[src/rtl/ratio_sine_pkg.sv]
// Shared widths and divider state encoding for the ratio/sine arithmetic datapath.
package ratio_sine_pkg;

  localparam int DIVIDEND_W = 26;
  localparam int DIVISOR_W  = 14;
  localparam int QUOT_W     = 26;
  localparam int ANGLE_W    = 10;
  localparam int SIN_W      = 13;
  localparam int PROD_W     = 39;
  localparam int DIV_ITER   = 26;

  localparam int ITER_CNT_W = $clog2(DIV_ITER);
  localparam int S2P_CNT_W  = $clog2(ANGLE_W);

  typedef enum logic {
    IDLE = 1'b0,
    BUSY = 1'b1
  } div_state_e;

endpackage

[src/rtl/seq_div_core.sv]
// Restoring radix-2 unsigned divider: 26-bit dividend / 14-bit divisor, one quotient bit per cycle.
module seq_div_core
  import ratio_sine_pkg::*;
(
  input  logic                  clk,
  input  logic                  rst_n,
  input  logic                  en,
  input  logic [DIVIDEND_W-1:0] dividend,
  input  logic [DIVISOR_W-1:0]  divisor,
  output logic [QUOT_W-1:0]     quotient,
  output logic                  divider_ok,
  output div_state_e            state_dbg
);

  div_state_e             state;
  div_state_e             next_state;
  logic [DIVIDEND_W-1:0]  dvd_sr;
  logic [DIVISOR_W-1:0]   dvs_r;
  logic [DIVISOR_W-1:0]   rem_r;
  logic [DIVISOR_W-1:0]   rem_next;
  logic [DIVISOR_W:0]     trial;
  logic [QUOT_W-1:0]      q_sr;
  logic [QUOT_W-1:0]      q_next;
  logic [ITER_CNT_W-1:0]  iter_cnt;
  logic                   take;
  logic                   last_iter;

  // A zero divisor makes every trial succeed, so the quotient naturally fills with ones.
  always_comb begin
    trial     = {rem_r, dvd_sr[DIVIDEND_W-1]};
    take      = (trial >= {1'b0, dvs_r});
    rem_next  = take ? DIVISOR_W'(trial - {1'b0, dvs_r}) : trial[DIVISOR_W-1:0];
    q_next    = {q_sr[QUOT_W-2:0], take};
    last_iter = (iter_cnt == ITER_CNT_W'(DIV_ITER - 1));
  end

  always_ff @(posedge clk or negedge rst_n) begin
    if (!rst_n) begin
      state <= IDLE;
    end else begin
      state <= next_state;
    end
  end

  always_comb begin
    next_state = state;
    case (state)
      IDLE:    if (en) next_state = BUSY;
      BUSY:    if (last_iter) next_state = IDLE;
      default: next_state = IDLE;
    endcase
  end

  assign state_dbg = state;

  always_ff @(posedge clk or negedge rst_n) begin
    if (!rst_n) begin
      dvd_sr     <= '0;
      dvs_r      <= '0;
      rem_r      <= '0;
      q_sr       <= '0;
      iter_cnt   <= '0;
      quotient   <= '0;
      divider_ok <= 1'b0;
    end else begin
      divider_ok <= 1'b0;
      case (state)
        IDLE: begin
          if (en) begin
            dvd_sr   <= dividend;
            dvs_r    <= divisor;
            rem_r    <= '0;
            q_sr     <= '0;
            iter_cnt <= '0;
          end
        end
        BUSY: begin
          dvd_sr   <= {dvd_sr[DIVIDEND_W-2:0], 1'b0};
          rem_r    <= rem_next;
          q_sr     <= q_next;
          iter_cnt <= iter_cnt + ITER_CNT_W'(1);
          if (last_iter) begin
            quotient   <= q_next;
            divider_ok <= 1'b1;
          end
        end
        default: ;
      endcase
    end
  end

endmodule

[src/rtl/ratio_sine_datapath.sv]
// Ratio/sine arithmetic datapath: sequential divider, 10-bit serial-to-parallel angle, ratio x sine multiplier.
// Build option: define DIVMUL_MUL_PIPE_EN to add one register stage to the multiplier.
module ratio_sine_datapath
  import ratio_sine_pkg::*;
(
  input  logic                  clk,
  input  logic                  rst_n,
  input  logic                  en,
  input  logic [DIVIDEND_W-1:0] dividend,
  input  logic [DIVISOR_W-1:0]  divisor,
  input  logic                  dext,
  input  logic [SIN_W-1:0]      multi2,
  output logic [ANGLE_W-1:0]    dout,
  output logic                  dout_valid,
  output logic [QUOT_W-1:0]     quotient,
  output logic                  divider_ok,
  output logic [PROD_W-1:0]     product,
  output logic                  product_valid
);

  // Strobes (dout_valid, divider_ok) are single-cycle, with no back-pressure: the consumer
  // must take the data in the cycle the strobe is high. product_valid is a level, not a strobe.

  div_state_e div_state_unused;

  seq_div_core u_div (
    .clk        (clk),
    .rst_n      (rst_n),
    .en         (en),
    .dividend   (dividend),
    .divisor    (divisor),
    .quotient   (quotient),
    .divider_ok (divider_ok),
    .state_dbg  (div_state_unused)
  );

  logic [ANGLE_W-1:0]   s2p_sr;
  logic [S2P_CNT_W-1:0] s2p_cnt;

  // The word is emitted with the current bit folded in, so it is ready one cycle after the 10th bit.
  always_ff @(posedge clk or negedge rst_n) begin
    if (!rst_n) begin
      s2p_sr     <= '0;
      s2p_cnt    <= '0;
      dout       <= '0;
      dout_valid <= 1'b0;
    end else begin
      dout_valid <= 1'b0;
      if (en) begin
        s2p_sr <= {s2p_sr[ANGLE_W-2:0], dext};
        if (s2p_cnt == S2P_CNT_W'(ANGLE_W - 1)) begin
          s2p_cnt    <= '0;
          dout       <= {s2p_sr[ANGLE_W-2:0], dext};
          dout_valid <= 1'b1;
        end else begin
          s2p_cnt <= s2p_cnt + S2P_CNT_W'(1);
        end
      end
    end
  end

  logic              mul_en;
  logic [PROD_W-1:0] mul_full;

  assign mul_full = PROD_W'(quotient) * PROD_W'(multi2);

  // Sticky: once a real quotient exists the product keeps tracking it until reset.
  always_ff @(posedge clk or negedge rst_n) begin
    if (!rst_n) begin
      mul_en <= 1'b0;
    end else if (divider_ok) begin
      mul_en <= 1'b1;
    end
  end

`ifdef DIVMUL_MUL_PIPE_EN
  logic [PROD_W-1:0] prod_s1;
  logic              prod_s1_valid;

  always_ff @(posedge clk or negedge rst_n) begin
    if (!rst_n) begin
      prod_s1       <= '0;
      prod_s1_valid <= 1'b0;
      product       <= '0;
      product_valid <= 1'b0;
    end else begin
      prod_s1_valid <= mul_en;
      product_valid <= prod_s1_valid;
      if (mul_en) begin
        prod_s1 <= mul_full;
      end
      if (prod_s1_valid) begin
        product <= prod_s1;
      end
    end
  end
`else
  always_ff @(posedge clk or negedge rst_n) begin
    if (!rst_n) begin
      product       <= '0;
      product_valid <= 1'b0;
    end else begin
      product_valid <= mul_en;
      if (mul_en) begin
        product <= mul_full;
      end
    end
  end
`endif

endmodule

[config.mk]
export PLATFORM = sky130hd
export DESIGN_NAME = ratio_sine_datapath
export DESIGN_NICKNAME = d
export VERILOG_FILES = /design/src/rtl/ratio_sine_pkg.sv /design/src/rtl/seq_div_core.sv /design/src/rtl/ratio_sine_datapath.sv
export SDC_FILE = /design/constraint.sdc
export NUM_CORES = 1
export LEC_CHECK = 0
export ABC_AREA = 1
export BUFFER_PORTS_ARGS = -buffer_cell sky130_fd_sc_hd__buf_2
export CAP_MARGIN = 10
export CORE_ASPECT_RATIO = 1.1
export CORE_MARGIN = 5
export CORE_UTILIZATION = 47
export CTS_BUF_LIST = sky130_fd_sc_hd__clkbuf_2
export CTS_CLUSTER_SIZE = 10
export DETAILED_ROUTE_END_ITERATION = 6
export SKIP_LAST_GASP = 1
export SLEW_MARGIN = 20
export SYNTH_ARGS = -nofsm -noshare
export SYNTH_HDL_FRONTEND = slang
export SYNTH_SLANG_ARGS = --single-unit
[constraint.sdc]
create_clock -name clk -period 6 [get_ports clk]
set_input_delay 1.2 -clock clk [delete_from_list [all_inputs] [get_ports clk]]
set_output_delay 1.2 -clock clk [all_outputs]
set_load 0.05 [all_outputs]
# --- Word level (Yosys, flattened, before mapping) ---
# Cells that the tools add are included.
classes:
  n_addsub: 3
  n_mul: 1
  magnitude_cmp: 1
  n_eq_ne: 3
  mux: 17
  n_bitwise: 1
  n_reduce_logical: 3
ops:
  columns: ["cell", "count"]
  rows:
  - ["$pmux 26 s2", 1]
  - ["$pmux 25 s2", 1]
  - ["$mul 26x13->39", 1]
  - ["$mux 14", 2]
  - ["$pmux 14 s2", 1]
  - ["$mux 26", 1]
  - ["$mux 25", 1]
  - ["$ge 15x14->1", 1]
  - ["$sub 14x14->14", 1]
  - ["$pmux 5 s2", 1]
  - ["$mux 1", 6]
  - ["$reduce_and 2->1", 3]
  - ["$add 5x1->5 const B", 1]
  - ["$eq 5x5->1 const B", 1]
  - ["$mux 5", 1]
  - ["$add 4x1->4 const B", 1]
  - ["$eq 4x4->1 const B", 1]
  - ["$mux 4", 1]
  - ["$ne 2x2->1 const B", 1]
  - ["$pmux 1 s2", 1]
  - ["$not 1->1", 1]
word_totals:
  register_bits: 177
  input_bits: 57
  out_inout_bits: 78
  elab_cells: 44

# --- Longest topological paths before layout ---
logic_depth:
  depth_word: 3
  mapped_depth: 27
  ltp_nobuf: 25

# --- Hierarchy ---
# Synthesis repeated with hierarchy kept, for this count alone.
hier_totals:
  hier_cells: 2463
  area_unflattened_um2: 19129.6
modules_own_cells:
  columns: ["module", "n_inst", "cells_per_inst", "area_each_um2", "seq_area_each_um2"]
  rows:
  - ["ratio_sine_datapath", 1, 1840, 13754.4, 1626.6]
  - ["seq_div_core", 1, 623, 5375.2, 2802.7]

# --- Least setup slack after synthesis ---
# OpenSTA, ideal clock, no wires.
synth_path:
  kind: "input to register"
  from: "input multi2[12]"
  to: "register product[35]"
  setup_ns: 0.118
  arrival_time_ns: 5.763
  required_ns: 5.882
  path_slack_ns: 0.119
  stages: 22
  n_path_buf: 2
  cell_sequence: "clkbuf_1 -> clkbuf_1 -> nand2_1 -> fa_1 -> inv_1 -> fa_1 -> inv_1 -> fa_1 -> inv_1 -> fa_1 -> inv_1 -> fa_1 -> inv_1 -> ha_1 -> a21oi_1 -> inv_1 -> o21ai_0 -> nand2_1 -> a21oi_1 -> nand3_1 -> nand3_1 -> nand2_1"
synth_between:
  elab_chain_cells: 1
synth_lines:
  columns: ["element", "line", "text"]
  rows:
  - ["from (decl)", "ratio_sine_datapath.sv:12", "input logic [SIN_W-1:0] multi2,"]
  - ["$mul 26x13->39", "ratio_sine_datapath.sv:65", "assign mul_full = PROD_W'(quotient) * PROD_W'(multi2);"]
  - ["to (signal assigned)", "ratio_sine_datapath.sv:105", "product <= mul_full;"]
  - ["to (decl)", "ratio_sine_datapath.sv:17", "output logic [PROD_W-1:0] product,"]
# Every way passes these cells.
# A chain may end at the register's enable or synchronous reset.

# --- Final worst setup path ---
layout_path:
  from: "register u_div.quotient[18]"
  to: "register product[35]"
layout_between:
  elab_chain_cells: 1
layout_lines:
  columns: ["element", "line", "text"]
  rows:
  - ["from (decl)", "seq_div_core.sv:10", "output logic [QUOT_W-1:0] quotient,"]
  - ["from (signal assigned)", "seq_div_core.sv:83", "quotient <= q_next;"]
  - ["$mul 26x13->39", "ratio_sine_datapath.sv:65", null]
# Every way passes these cells.

==> results.md <==
* CP arrival at 6.35 ns
* Synth async-reset ratio at 100%
* Main area contributors after synthesis: fa_1 28%, dfrtp_1 23%, nand2_1 14%
* CTS Buf Count at 17
* Setup repair bufs after CTS at 0
* Vias post-DR at 15600
* Pin count of the biggest net entering global routing at 110
* Vias in the first global route at 16500
* DRT antenna net count at 0
* CP Cell Sequence: nand2_1, fa_1, inv_1, fa_1, inv_1, fa_1, inv_1, fa_1, inv_1, fa_1, inv_1, ha_1, nand2_1, nor2_1, nand2_1, nor3_1, nand2_1, nand2_1, nand2_1, nand3_1, nand2_1
* Tmin final at 5.55 ns
* Routed length on met1 at 20.3 mm
* Post-synth EDFFs at 0
* Worst Path Max Fanout at 15
* Effective utilization at floorplan at 47.4%
* Critical Path RT at 6.80 ns
* Row cnt at 77
* Hold Buf Count CTS at 0
* # placed instances at 3096
* Wirelength per Cell at 16.3 um
* Initial antenna violation count at 1
* Die Ht at 221 um
* Min setup slack post-route at 0.449 ns
* Status: finished, final reports clean
* Die Area at 0.0445 mm2
* Yosys top cell area share at 27.9%
* RSZ-0062 raised after global routing: no
* GPL Wtd Cong at 0.877
* Cell area after synthesis at 0.0190 mm2
* Seq cells post-synth at 177
* Leading cell type by number of instances after synthesis: nand2_1
* Cell taking the most area after synthesis: fa_1
* Setup violators final at 0
* Metal2 WL at 26.5 mm
* Clock transition at the registers of the reported paths at 0.30 ns
* Setup Slack @ Placement at -0.218 ns
* Core ar. at 0.0401 mm2
* Seq/Total Area, Yosys at 23.3%
* Slew headroom at 30.2%
* Crit start category: flop
* GRT Overall Usage at 23.8%
* Met3 routed WL at 2.47 mm
* Fmax at 180 MHz
* Yosys cell types at 43
* Clock latency on the worst-skew pair at 0.90 ns
* Synthesized Nets at 2870
* Synth Warn # at 0
* Hold slack at 0.363 ns
* Ports at 135
* Drt pass-1 iters at 6
* Buffers & Inverters on Critical Path at 5
* Reg-to-Reg Start: u_div.quotient[18]
* Deepest clock path buffer count at 2
* Average cell area after synthesis at 7.75 um2
* Die W at 202 um
* Grt total ovfl at 0
* Slowest-stage cell, CP: dfrtp_1
* Core Util, Final at 52.5%
* Max Slew Vio Count at 0
* Clock sink count at 177
* Hold Violations, Final at 0
* Non-Filler Instances at 3128
* Synth Flop Type: dfrtp_1
* Ratio of cells with drive above 1 in the final layout at 11.4%
* H-Tree Depth at 4
* Final HPWL DP at 39.7 mm
* Critical path class: reg -> reg
* Area grow syn2layout at 10.8%
* Clock Skew at 0.0560 ns
* Mapped Cells at 2448
* Critical Path Max Stage Delay at 0.81 ns
* Vias per inst at 5.00
* Setup crit end kind: flop
* CTS resizes at 0
* CP delay by family, top: adder cells
* CTS tree: built
* Most frequent CP cell: nand2_1
* Critical Path Start: u_div.quotient[18]
* Global-route wire length before repair at 84.2 mm
* # port buffers at 134
* DRT iter0 DRCs at 666
* Top cells by count, synth: 724 x nand2_1, 601 x inv_1, 265 x fa_1, 177 x dfrtp_1, 108 x nor2_1
* Top layer in use: met4
* Max cap viols at 0
* Final nets at 3024
* Detailed Route WL at 50.9 mm
* Slew @ Worst Pin at 1.04 ns
* Drc violations at 0
* CTS root buffer: clkbuf_2
* Period utilization at 92.5%
* Worst min path class: in -> async
[through the flow]
stage	cell area [um2]	TNS, ns
after floorplan	19000	0
after global placement	20800	-1.41
after detailed placement	20800	-1.69
after CTS	21000	0
after global routing	21000	0
final	21000	0
[registers in the layout, summed over array words and instances (netlist names)]
| signal | cells |
|---|---|
| product | 39 |
| u_div.dvd_sr | 26 |
| u_div.quotient | 26 |
| u_div.q_sr | 25 |
| u_div.dvs_r | 14 |
| u_div.rem_r | 14 |
| dout | 10 |
| s2p_sr | 9 |
| u_div.iter_cnt | 5 |
| s2p_cnt | 4 |
| dout_valid | 1 |
| mul_en | 1 |
| product_valid | 1 |
| u_div.divider_ok | 1 |
| u_div.state_dbg | 1 |
[cells by family after synthesis]
group | synth area share (%)
adder cells (fa/ha/maj) | 34.5
XOR/XNOR | 1.11
multiplexers | 0.0593
AND/OR/NAND/NOR | 19.8
AO/OA/AOI/OAI | 7.07
flip-flops | 23.3
buffers and inverters | 14.1
[area by class of cell]
cell class	count	area [um2]
Fill cell	3995	19000
Multi-Input combinational cell	1564	11900
Sequential cell	177	4430
Inverter	605	2270
Timing Repair Buffer	237	1550
Tap cell	513	642
Clock inverter	13	155
Clock buffer	17	85.1
Antenna cell	2	5.00
[final timing paths]
check                      cells past startpoint                to  slack (ns)
setup / recovery                              21       product[35]        0.45
hold / removal                                 1       product[21]        0.36
setup reg to reg                              21       product[35]        0.45
hold reg to reg                                1            mul_en        0.49
max in group asynchronous                      2  u_div.dvd_sr[24]        4.45
min in group clk                               1            mul_en        0.49
[layout by cell type (no fill, tap or decap), drive strengths merged]
cell type,n
a21o,1
xor2,4
o21a,2
a21oi,74
nand3,65
o211ai,19
and2,1
diode,2
and3,1
o21ai,88
dfrtp,177
fa,265
clkinvlp,2
a21boi,2
or2,3
inv,610
xnor2,20
clkbuf,18
a31oi,2
bufinv,2
clkinv,4
mux2,1
nor3,14
nor2,110
ha,100
nand4,13
nand2,728
nand3b,8
buf,236
o31ai,1
a22oi,8
o21bai,8
o22ai,26
[per-layer routing]
| layer | track usage [%] | up-vias |
|---|---|---|
| met5 | 0 | - |
| met4 | 8.48 | 0 |
| met3 | 3.61 | 80 |
| met2 | 44.3 | 385 |
| met1 | 28.2 | 7664 |
| li1 | - | 7499 |
Power is not shown: default switching activity piles up to over one toggle a cycle in this logic, so the estimate is an artifact.
